<file path="config.mk">
export PLATFORM = sky130hd
export DESIGN_NAME = osd_cmd_tx_flat
export DESIGN_NICKNAME = d
export VERILOG_FILES = /design/src/rtl/osd_cmd_tx_if.sv /design/src/rtl/osd_cmd_tx.sv /design/src/flat_wrapper.sv
export SDC_FILE = /design/constraint.sdc
export NUM_CORES = 1
export LEC_CHECK = 0
export BUFFER_PORTS_ARGS = -buffer_cell sky130_fd_sc_hd__buf_2
export CAP_MARGIN = 25
export CORE_ASPECT_RATIO = 0.75
export CORE_UTILIZATION = 45
export CTS_CLUSTER_SIZE = 16
export DETAILED_ROUTE_END_ITERATION = 6
export PLACE_DENSITY = 0.78
export SKIP_LAST_GASP = 1
export SLEW_MARGIN = 20
export SYNTH_ARGS = -nofsm -noshare
export SYNTH_HDL_FRONTEND = slang
export SYNTH_SLANG_ARGS = --single-unit
</file>
<file path="constraint.sdc">
create_clock -name clk_sys -period 3.9 [get_ports clk_sys]
set_input_delay 0.78 -clock clk_sys [delete_from_list [all_inputs] [get_ports clk_sys]]
set_output_delay 0.78 -clock clk_sys [all_outputs]
set_load 0.05 [all_outputs]
</file>
<file path="src/rtl/osd_cmd_tx_if.sv">
// Command and OSD I/O bus bundle for osd_cmd_tx.
// master = on-core controller / OSD receiver side, slave = osd_cmd_tx.
interface osd_cmd_tx_if;
  logic        cmd_valid;
  logic        cmd_ready;
  logic [1:0]  cmd_op;
  logic [4:0]  cmd_line;
  logic [12:0] cmd_len;
  logic [11:0] info_x;
  logic [11:0] info_y;
  logic [5:0]  info_w;
  logic [5:0]  info_h;
  logic [7:0]  wr_data;
  logic        wr_valid;
  logic        wr_ready;
  logic        busy;
  logic        io_osd;
  logic        io_strobe;
  logic [15:0] io_din;

  modport master (
    output cmd_valid, cmd_op, cmd_line, cmd_len, info_x, info_y, info_w, info_h,
           wr_data, wr_valid,
    input  cmd_ready, wr_ready, busy, io_osd, io_strobe, io_din
  );

  modport slave (
    input  cmd_valid, cmd_op, cmd_line, cmd_len, info_x, info_y, info_w, info_h,
           wr_data, wr_valid,
    output cmd_ready, wr_ready, busy, io_osd, io_strobe, io_din
  );
endinterface

</file>
<file path="src/rtl/osd_cmd_tx.sv">
// OSD I/O command bus initiator: frames commands into strobed 16-bit words on io_osd/io_strobe/io_din.
// Optional OSD_TX_BURST_EN: write length taken from cmd_len (clamped to end of buffer) instead of 256.
module osd_cmd_tx #(
  parameter int STROBE_HI = 2,
  parameter int STROBE_LO = 2,
  parameter int GAP       = 4
) (
  input  logic          clk_sys,
  input  logic          reset,
  osd_cmd_tx_if.slave   bus
);

  localparam int TW = 16;

  typedef enum logic [2:0] {
    S_IDLE,
    S_SETUP,
    S_LO,
    S_HI,
    S_NEXT,
    S_END
  } state_t;

  state_t      state;
  logic [TW-1:0] tmr;
  logic [12:0] rem;
  logic        is_write;
  logic [11:0] x_q;
  logic [11:0] y_q;
  logic [5:0]  w_q;
  logic [5:0]  h_q;

  logic [15:0] cmd_word;
  logic [15:0] param_word;
  logic [12:0] wr_len;

`ifdef OSD_TX_BURST_EN
  // Receiver address wraps at 4096; room left from the start line is (16 - line[3:0]) * 256 bytes.
  logic [12:0] room;
  assign room   = {5'd16 - {1'b0, bus.cmd_line[3:0]}, 8'h00};
  assign wr_len = (bus.cmd_len < room) ? bus.cmd_len : room;
`else
  assign wr_len = 13'd256;
`endif

  // NOTE: every signal written in always_comb gets a default first so no latch is inferred.
  always_comb begin
    cmd_word = 16'h0020 | {11'h000, bus.cmd_line};
    case (bus.cmd_op)
      2'd0:    cmd_word = 16'h0040;
      2'd1:    cmd_word = 16'h0041;
      2'd2:    cmd_word = 16'h0045;
      default: cmd_word = 16'h0020 | {11'h000, bus.cmd_line};
    endcase
  end

  // Info parameters go out in the order x, y, w, h as rem counts 4 -> 1.
  always_comb begin
    param_word = {10'h000, h_q};
    case (rem[2:0])
      3'd4:    param_word = {4'h0, x_q};
      3'd3:    param_word = {4'h0, y_q};
      3'd2:    param_word = {10'h000, w_q};
      default: param_word = {10'h000, h_q};
    endcase
  end

  // NOTE: sequential state uses non-blocking assignments so every register samples pre-edge values.
  always_ff @(posedge clk_sys or posedge reset) begin
    if (reset) begin
      state         <= S_IDLE;
      tmr           <= '0;
      rem           <= '0;
      is_write      <= 1'b0;
      x_q           <= '0;
      y_q           <= '0;
      w_q           <= '0;
      h_q           <= '0;
      bus.cmd_ready <= 1'b1;
      bus.busy      <= 1'b0;
      bus.wr_ready  <= 1'b0;
      bus.io_osd    <= 1'b0;
      bus.io_strobe <= 1'b0;
      bus.io_din    <= '0;
    end else begin
      bus.wr_ready <= 1'b0;
      case (state)
        S_IDLE: begin
          if (bus.cmd_valid) begin
            x_q           <= bus.info_x;
            y_q           <= bus.info_y;
            w_q           <= bus.info_w;
            h_q           <= bus.info_h;
            is_write      <= (bus.cmd_op == 2'd3);
            rem           <= (bus.cmd_op == 2'd3) ? wr_len :
                             (bus.cmd_op == 2'd2) ? 13'd4 : 13'd0;
            bus.cmd_ready <= 1'b0;
            bus.busy      <= 1'b1;
            bus.io_osd    <= 1'b1;
            bus.io_din    <= cmd_word;
            state         <= S_SETUP;
          end
        end
        S_SETUP: begin
          tmr   <= '0;
          state <= S_LO;
        end
        S_LO: begin
          if (tmr == TW'(STROBE_LO - 1)) begin
            tmr           <= '0;
            bus.io_strobe <= 1'b1;
            state         <= S_HI;
          end else begin
            tmr <= tmr + 1'b1;
          end
        end
        S_HI: begin
          if (tmr == TW'(STROBE_HI - 1)) begin
            tmr           <= '0;
            bus.io_strobe <= 1'b0;
            state         <= S_NEXT;
          end else begin
            tmr <= tmr + 1'b1;
          end
        end
        S_NEXT: begin
          tmr <= '0;
          if (rem == 13'd0) begin
            bus.io_osd <= 1'b0;
            bus.io_din <= '0;
            state      <= S_END;
          end else if (!is_write) begin
            bus.io_din <= param_word;
            rem        <= rem - 1'b1;
            state      <= S_LO;
          end else if (bus.wr_valid) begin
            // Stalls here with strobe low and frame held until the producer has a byte.
            bus.io_din   <= {8'h00, bus.wr_data};
            bus.wr_ready <= 1'b1;
            rem          <= rem - 1'b1;
            state        <= S_LO;
          end
        end
        S_END: begin
          if (tmr == TW'(GAP - 1)) begin
            tmr           <= '0;
            bus.cmd_ready <= 1'b1;
            bus.busy      <= 1'b0;
            state         <= S_IDLE;
          end else begin
            tmr <= tmr + 1'b1;
          end
        end
        default: state <= S_IDLE;
      endcase
    end
  end

endmodule

</file>
<file path="src/flat_wrapper.sv">
// flat-port wrapper written by rule: the top's interface ports become plain ports
module osd_cmd_tx_flat 
#(
  parameter int STROBE_HI = 2,
  parameter int STROBE_LO = 2,
  parameter int GAP       = 4
)
  (clk_sys, reset, bus_cmd_valid, bus_cmd_op, bus_cmd_line, bus_cmd_len, bus_info_x, bus_info_y, bus_info_w, bus_info_h, bus_wr_data, bus_wr_valid, bus_cmd_ready, bus_wr_ready, bus_busy, bus_io_osd, bus_io_strobe, bus_io_din);
  osd_cmd_tx_if bus_i ();
  input  logic clk_sys;
  input  logic reset;
  input wire logic [$bits(bus_i.cmd_valid)-1:0] bus_cmd_valid;
  input wire logic [$bits(bus_i.cmd_op)-1:0] bus_cmd_op;
  input wire logic [$bits(bus_i.cmd_line)-1:0] bus_cmd_line;
  input wire logic [$bits(bus_i.cmd_len)-1:0] bus_cmd_len;
  input wire logic [$bits(bus_i.info_x)-1:0] bus_info_x;
  input wire logic [$bits(bus_i.info_y)-1:0] bus_info_y;
  input wire logic [$bits(bus_i.info_w)-1:0] bus_info_w;
  input wire logic [$bits(bus_i.info_h)-1:0] bus_info_h;
  input wire logic [$bits(bus_i.wr_data)-1:0] bus_wr_data;
  input wire logic [$bits(bus_i.wr_valid)-1:0] bus_wr_valid;
  output wire logic [$bits(bus_i.cmd_ready)-1:0] bus_cmd_ready;
  output wire logic [$bits(bus_i.wr_ready)-1:0] bus_wr_ready;
  output wire logic [$bits(bus_i.busy)-1:0] bus_busy;
  output wire logic [$bits(bus_i.io_osd)-1:0] bus_io_osd;
  output wire logic [$bits(bus_i.io_strobe)-1:0] bus_io_strobe;
  output wire logic [$bits(bus_i.io_din)-1:0] bus_io_din;
  assign bus_i.cmd_valid = bus_cmd_valid;
  assign bus_i.cmd_op = bus_cmd_op;
  assign bus_i.cmd_line = bus_cmd_line;
  assign bus_i.cmd_len = bus_cmd_len;
  assign bus_i.info_x = bus_info_x;
  assign bus_i.info_y = bus_info_y;
  assign bus_i.info_w = bus_info_w;
  assign bus_i.info_h = bus_info_h;
  assign bus_i.wr_data = bus_wr_data;
  assign bus_i.wr_valid = bus_wr_valid;
  assign bus_cmd_ready = bus_i.cmd_ready;
  assign bus_wr_ready = bus_i.wr_ready;
  assign bus_busy = bus_i.busy;
  assign bus_io_osd = bus_i.io_osd;
  assign bus_io_strobe = bus_i.io_strobe;
  assign bus_io_din = bus_i.io_din;
  osd_cmd_tx #(.STROBE_HI(STROBE_HI), .STROBE_LO(STROBE_LO), .GAP(GAP)) u_core (.clk_sys(clk_sys), .reset(reset), .bus(bus_i));
endmodule
</file>
# [Word-level counts from Yosys, hierarchy flattened]
# Index checks and enable logic that the tools add are counted.
[totals] inputBits=68 wordCells=93 output_inout_bits=21 register_bits=90
[classes] addsub=2 muxes=40 eq_ne=21 n_reduce_logical=16
[ops] cell="$mux W16" n=6
[ops] cell="$mux W13" n=5
[ops] cell="$pmux W16 S3" n=1
[ops] cell="$pmux W12 S3" n=1
[ops] cell="$pmux W16 S2" n=1
[ops] cell="$pmux W13 S2" n=1
[ops] cell="$mux W3" n=8
[ops] cell="$pmux W7 S3" n=1
[ops] cell="$pmux W3 S6" n=1
[ops] cell="$add A16 B1 Y16 const B" n=1
[ops] cell="$eq A16 B1 Y1 const B" n=1
[ops] cell="$eq A16 B2 Y1 const B" n=1
[ops] cell="$logic_not A13 Y1" n=1
[ops] cell="$sub A13 B1 Y13 const B" n=1
[ops] cell="$eq A3 B2 Y1 const B" n=4
[ops] cell="$reduce_and A3 Y1" n=4
[ops] cell="$mux W1" n=11
[ops] cell="$eq A3 B3 Y1 const B" n=3
[ops] cell="$ne A2 B1 Y1 const B" n=4
[ops] cell="$pmux W1 S2" n=4
[ops] cell="$reduce_bool A2 Y1" n=3
[ops] cell="$reduce_and A5 Y1" n=1
[ops] cell="$eq A2 B2 Y1 const B" n=2
[ops] cell="$ne A2 B2 Y1 const B" n=2
[ops] cell="other kinds (10)" n=11

# [Depth between registers and ports, before layout]
# Gate-level depths: netlist of run 1.
[logic_depth] word_depth=5 depth_mapped=9 mapped_depth_nobuf=7

# [Least setup slack after synthesis of run 1]
# OpenSTA, ideal clock, no wires.
[synth_path] path_kind="register to register" startpoint="register u_core.rem[0]" endpoint="register u_core.state[0]" arrival_ns=1.983 setup_time_ns=0.125 path_slack_ns=1.792 synth_period_minus_slack_ns=2.108 path_stages_with_launch=10 n_path_buf=2 required_time_ns=3.775 path_cell_list="dfrtp_1 > inv_1 > ha_1 > clkbuf_1 > nor4b_2 > a31oi_2 > buf_6 > nand2_4 > nand3_2 > mux2_4"
[synth_via] elab_chain_cells=3 word_cells_on_any_way=5 classes_between="1 x eq/ne; 2 x mux; 2 x reduce/logical"
[synth_lines] item="from (decl)" line_no="osd_cmd_tx.sv:26" text="logic [12:0] rem;"
[synth_lines] item="from (signal assigned)" line_no="osd_cmd_tx.sv:95" text="rem <= (bus.cmd_op == 2'd3) ? wr_len :"
[synth_lines] item="from (signal assigned)" line_no="osd_cmd_tx.sv:134" text="rem <= rem - 1'b1;"
[synth_lines] item="from (signal assigned)" line_no="osd_cmd_tx.sv:140" text="rem <= rem - 1'b1;"
[synth_lines] item="$logic_not A13 Y1 (*)" line_no="osd_cmd_tx.sv:128" text="if (rem == 13'd0) begin"
[synth_lines] item="$ne A4 B4 Y1 (no line) or $mux W3 (tied branches)"
[synth_lines] item="$reduce_and A5 Y1 (no line) or $pmux W3 S6 (tied branches)"
[synth_lines] item="to (signal assigned)" line_no="osd_cmd_tx.sv:131" text="state <= S_END;"
[synth_lines] item="to (signal assigned)" line_no="osd_cmd_tx.sv:135" text="state <= S_LO;"
[synth_lines] item="to (signal assigned)" line_no="osd_cmd_tx.sv:141" text="state <= S_LO;"
[synth_lines] item="to (decl)" line_no="osd_cmd_tx.sv:24" text="state_t state;"
# Mark *: on every way between the ends. The rest lies on a longest branch, timed or not.
# A chain may end at the register's enable or synchronous reset.

# [Worst setup path in the final report of run 1]
[layout_path] startpoint="register u_core.rem[0]" endpoint="register u_core.bus.io_din[6]"
[layout_via] elab_chain_cells=5 word_cells_on_any_way=10 classes_between="4 x eq/ne; 4 x mux; 2 x reduce/logical"
[layout_lines] item="$eq A3 B2 Y1 or $eq A3 B3 Y1 (tied branches)" line_no="osd_cmd_tx.sv:60" text="case (rem[2:0])"
[layout_lines] item="$pmux W12 S3" line_no="osd_cmd_tx.sv:60"
[layout_lines] item="$mux W16" line_no="osd_cmd_tx.sv:132" text="end else if (!is_write) begin"
[layout_lines] item="$mux W16" line_no="osd_cmd_tx.sv:128"
[layout_lines] item="$pmux W16 S2" line_no="osd_cmd_tx.sv:87" text="case (state)"
[layout_lines] item="to (signal assigned)" line_no="osd_cmd_tx.sv:100" text="bus.io_din <= cmd_word;"
[layout_lines] item="to (signal assigned)" line_no="osd_cmd_tx.sv:133" text="bus.io_din <= param_word;"
[layout_lines] item="to (signal assigned)" line_no="osd_cmd_tx.sv:138" text="bus.io_din <= {8'h00, bus.wr_data};"
[layout_lines] item="to (decl)" line_no="osd_cmd_tx_if.sv:30" text="output cmd_ready, wr_ready, busy, io_osd, io_strobe, io_din"
# Several ways; a longest one is shown, not always the timed one.

==> results of run 1 <==
==> metrics by stage <==
stage / area [sq um] / setup WS, ns
5_1_grt: 5220 / 0.658
3_3_place_gp: 4910 / 1.05
3_5_place_dp: 4910 / 0.982
6_report: 5220 / 0.935
4_1_cts: 5220 / 0.956
2_1_floorplan: 4530 / 0.900
==> worst max-delay path, cell delays in order (launching register included) <==
cell and delay [ns]:
dfrtp_1 0.42, inv_1 0.17, ha_1 0.44, nor4b_2 0.42
a31oi_2 0.35, a21boi_2 0.66, nand2_2 0.20, o221ai_1 0.22
==> power groups by stage <==
stage	Sequential (uW)	Clock (uW)	Combinational [uW]
6_report	1530	881	1720
5_1_grt	1580	930	1880
4_1_cts	1520	890	1720
3_5_place_dp	1530	0	1710
3_3_place_gp	1520	0	1650
2_1_floorplan	1620	0	1250
==> cell type report <==
type / count / area share, %
multi-input combinational: 302 / 41.4
sequential: 86 / 41.3
timing repair buffer: 75 / 7.38
clock buffer: 10 / 4.58
tap: 132 / 3.16
clock inverter: 6 / 1.29
inverter: 12 / 0.887
==> cells in the final DEF (no fill, tap or decap), drive strengths merged, types with 5 or more instances in the layout <==
master	instances
o41ai	5
nor3b	5
buf	75
a221oi	5
nand2	31
xnor2	5
dfrtp	85
mux2	37
inv	13
a32oi	5
a22o	8
clkbuf	10
nor3	9
xor2	8
nand3	13
o21ai	17
nor2	43
nand4	6
ha	8
nor4	7
a31oi	6
a21oi	23
==> flip-flops by register name, summed over array words and instances (netlist names), 3 cells and up <==
register and cells:
u_core.tmr 16, u_core.rem 13, u_core.bus.io_din 12, u_core.x_q 12
u_core.y_q 12, u_core.h_q 6, u_core.w_q 6, u_core.state 3
==> final timing paths <==
kind	to	depth (start not counted)	slack [ns]
worst max register to register	u_core.bus.io_din[6]$_DFFE_PP0P_	7	0.94
worst min-delay path	u_core.bus.io_osd$_DFFE_PP0P_	2	0.48
max in group asynchronous	u_core.bus.io_din[0]$_DFFE_PP0P_	3	2.92
worst min register to register	u_core.bus.io_osd$_DFFE_PP0P_	2	0.48
worst max-delay path	u_core.bus.io_din[6]$_DFFE_PP0P_	7	0.94
min in group asynchronous	u_core.tmr[6]$_DFFE_PP0P_	3	0.56
==> metal layers <==
metal	part of all wire, %	wire length, microns
met1	47	4830
met2	45	4620
met5	0	0
met3	6.3	646
met4	1.5	158
==> kinds of logic (layout without fill, tap and decap cells) <==
| group | after synthesis | count (layout) | synth area share, % |
|---|---|---|---|
| buffers and inverters | 43 | 103 | 4.90 |
| xor gates and xnor gates | 13 | 13 | 2.52 |
| muxes | 38 | 38 | 9.52 |
| AOI/OAI and AO/OA | 101 | 101 | 16.5 |
| adders and majority gates | 8 | 8 | 2.21 |
| other | 1 | 4 | 0.0830 |
| and+or+nand+nor | 138 | 138 | 16.6 |
| DFF | 86 | 86 | 47.6 |
==> reports/results.ini, run 1 <==
[layout]
final_layout_size_suffix_gt1_share_pct=30.8
fin_cells=623
n_fill_cell=832
multi_input_area_sq_um=2160
ff_latch_area_sq_um=2150
utilization_pct=53.8
nets=562
layout-area-overhead-vs-synth_pct=15.5
diodes=0

[hold_path]
hold_path_startpoint=u_core.bus.io_osd$_DFFE_PP0P_
hp-class=reg -> reg

[global_route]
grt_util_met3_pct=5.22
antenna_found_initial=1
grt_usage_pct=21.0
grt_max_degree=49
use_met2_pct=33.0
grt_pass1_wl_microns=17100
grt_use_met1_pct=28.5
overflow=0
busiest_layer=met2
grt_pass1_vias=3512

[die]
ios=89
core-area_sq_um=9700
die_w_microns=118
die-height_microns=88.8
initial_utilization_pct=46.6
die-area_sq_um=10500
rows=31

[synth]
synth_area_leaders=dfrtp_1 47%, mux2_2 9.0%, nor2_1 3.6%
synth_top_area_share_pct=47.1
synth_commonest_cells=85 x dfrtp_1, 43 x nor2_1, 36 x mux2_2
yosysMostFrequentCell=dfrtp_1
ys_seq_area_share_pct=47.6
ys_ff_latch=86
ys_async_sr_fraction_pct=100
synth.avg_cell_area_sq_um=10.6
syn_inst=428
ys_warn_count=0
ys.flop_type=dfrtp_1
netlist_area_sq_um=4520
synth_top_area_cell=dfrtp_1
synth.distinct_cells=67
synth-edff-count=0

[timing]
hold_violations=0
slew_headroom_pct=40.8
tightest_slew_ns=0.888
fin_hold_ws_ns=0.483
post-route-period-util_pct=76.0
setup_viol=0
finalMaxSlewViolations=0
rsz0062_at_grt=false
setup_tns_ns=0
finClkSkew_ns=0.00983
period_needed_ns=2.96
fmax_mhz=337

[clock_network]
cts-root-buf=clkbuf_16
worstSkewPairLatency_ns=0.34
cts_made_buffers=9
htree_levels=3
cts_tree=yes
cts.sink_count=86
cts-hold-fix-buffers=0
clk_pin_slew_ns=0.07
cts_setup_buffers=0
post_cts_resized=0
cts_buffer_depth=2

[pwr]
combPwrFrac_pct=41.7
ir_worst_vdd_mv=0.415
p_total_uw=4130
p_per_area_nw_per_um2=792
swShare_pct=41.1
power.switching_uw=1700
pwr-share-seq_pct=37.0
intPower_uw=2430
power.leakage_uw=0.00230
power.clock.fraction_pct=21.3

[detailed_routing]
first_pass_iters=5
drt-initial-drc-count=220
drc=0
via_per_inst=5.71
totalWireLength_microns=10200
routedWlPerCell_microns=16.4
dr_total_vias=3560
ant_nets=0

[setup_path]
cp_max_fo=14
crit_start=u_core.rem[0]$_DFFE_PP0P_
critPathArrivalTime_ns=3.22
r2r-start=u_core.rem[0]$_DFFE_PP0P_
start_kind=flip-flop
cp.required_ns=4.15
path_class=reg -> reg
crit_path_end_kind=flip-flop

[placement]
io_buffer_count=71
dpl.cell_count=607
dpl.hpwl_microns=7190
gp_congestion=0.832

[run]
cap_violations=0

[run_status]
status=complete, no violations

No activity file was read; power rests on OpenSTA's default activity.
==> inputs of run 2 (changes only) <==
==> constraint.sdc (replaced) <==
create_clock -name clk_sys -period 3.1 [get_ports clk_sys]
set_input_delay 0.62 -clock clk_sys [delete_from_list [all_inputs] [get_ports clk_sys]]
set_output_delay 0.62 -clock clk_sys [all_outputs]
set_load 0.05 [all_outputs]
==> run 2 against run 1 <==
  * Core utilization rose by 0.12 points
  * Non-clock buffer count is 2 higher
  * Final cell count is 0.32% higher
  * Critical endpoint unchanged
==> reports/results.ini, run 2 (same netlist as run 1, synthesis figures left out) <==
[run_status]
status=complete, no violations

[layout]
final_area_sq_um=5230
regMostFlops=u_core.tmr
utilization_pct=53.9
layout-area-overhead-vs-synth_pct=15.7
diodes=0
largest_reg_flops=16
largestRegisters=u_core.tmr: 16 flops, u_core.rem: 13 flops
nets=564
layout_commonest_cell=dfrtp_1
final_cell_mix=85 x dfrtp_1, 71 x buf_2, 43 x nor2_1
final_layout_size_suffix_gt1_share_pct=30.6

[timing]
period_needed_ns=2.70
setup_tns_ns=0
slew_headroom_pct=42.7
finClkSkew_ns=0.0116
fin_hold_ws_ns=0.353
finalMaxSlewViolations=0
rsz0062_at_grt=false
tightest_slew_ns=0.859
post-route-period-util_pct=87.1
hold_violations=0
fmax_mhz=371
setup_viol=0

[placement]
gp_congestion=0.836
dpl.hpwl_microns=7410
placed_cell_area_sq_um=4940
io_buffer_count=71

[global_route]
antenna_found_initial=0
grt_pass1_wl_microns=18000
overflow=0
grt_max_degree=50
grt_usage_pct=21.9
grt_pass1_vias=3620

[detailed_routing]
drc=0
ant_nets=0
dr_total_vias=3573
via_per_inst=5.72
routedWlPerCell_microns=16.6
first_pass_iters=5
totalWireLength_microns=10300
drt-initial-drc-count=212

[setup_path]
critPathArrivalTime_ns=2.90
crit_path_end_kind=flip-flop
r2r-start=u_core.rem[0]$_DFFE_PP0P_
cp_max_fo=13
r2r_slack_ns=0.40
worstReg2RegEnd=u_core.bus.io_din[6]$_DFFE_PP0P_
cp.required_ns=3.30
start_kind=flip-flop
rr_worst_depth=8
path_class=reg -> reg

[die]
core-area_sq_um=9700
die_w_microns=118
die-area_sq_um=10500
ios=89
initial_utilization_pct=46.6
die-height_microns=88.8
rows=31

[clock_network]
cts_tree=yes
post_cts_resized=0
cts_buffer_depth=2
htree_levels=3
clk_pin_slew_ns=0.06
worstSkewPairLatency_ns=0.34
cts_made_buffers=9
cts-hold-fix-buffers=0
cts_setup_buffers=0
cts-root-buf=clkbuf_16
cts.sink_count=86

[pwr]
p_total_uw=5180
p_per_area_nw_per_um2=991
ir_worst_vdd_mv=0.551
power.leakage_uw=0.00231

[run]
cap_violations=0

[hold_path]
hp-class=in -> async

==> run 2: cell type report <==
cell class,instances,area [sq um]
repair buffers,77,413
fillers,849,4470
clock buffers,11,233
flip-flops and latches,86,2150
multi-input cells,302,2160
inverters,12,46.3
well taps,132,165
clock inverters,5,57.6
==> run 2: power by group <==
part           switching [uW]  internal [uW]
Clock                     440            626
Combinational            1310            885
Sequential                370           1550
==> run 2: how the worst max path moves through the flow <==
| stage | from | to | slack [ns] | cells after the start |
|---|---|---|---|---|
| finish | u_core.rem[0]$_DFFE_PP0P_ | u_core.bus.io_din[6]$_DFFE_PP0P_ | 0.40 | 8 |
| global route | u_core.rem[0]$_DFFE_PP0P_ | u_core.bus.io_din[6]$_DFFE_PP0P_ | 0.20 | 8 |
| CTS | u_core.rem[0]$_DFFE_PP0P_ | u_core.bus.io_din[6]$_DFFE_PP0P_ | 0.40 | 8 |
| detailed placement | u_core.rem[0]$_DFFE_PP0P_ | u_core.bus.io_din[6]$_DFFE_PP0P_ | 0.44 | 8 |
| global placement | u_core.rem[0]$_DFFE_PP0P_ | u_core.bus.io_din[6]$_DFFE_PP0P_ | 0.55 | 8 |
| floorplan | reset | u_core.bus.busy$_DFFE_PP0P_ | 0.26 | 1 |
==> run 2: per-layer routing <==
layer  routed length [microns]  share of wire (%)  vias to the layer above  track usage [%]
li1                          -                  -                     1682                -
met2                      4710                 46                      102             34.2
met4                       201                1.9                        0             8.28
met3                       546                5.3                       21             5.35
met5                         0                  0                        -                0
met1                      4890                 47                     1768             29.9
==> run 2: critical path, cell delays in order (launching register included) <==
cell and delay, ns:
dfrtp_1 0.43, inv_1 0.19, ha_1 0.46, nor4b_2 0.39, a31oi_2 0.36, a21boi_2 0.28
buf_4 0.22, nand2b_1 0.13, o221ai_1 0.11
==> run 2: through the flow <==
stage,std cells,setup WS [ns]
2_1_floorplan,431,0.260
3_3_place_gp,609,0.552
3_5_place_dp,609,0.438
4_1_cts,625,0.399
5_1_grt,625,0.199
6_report,625,0.401
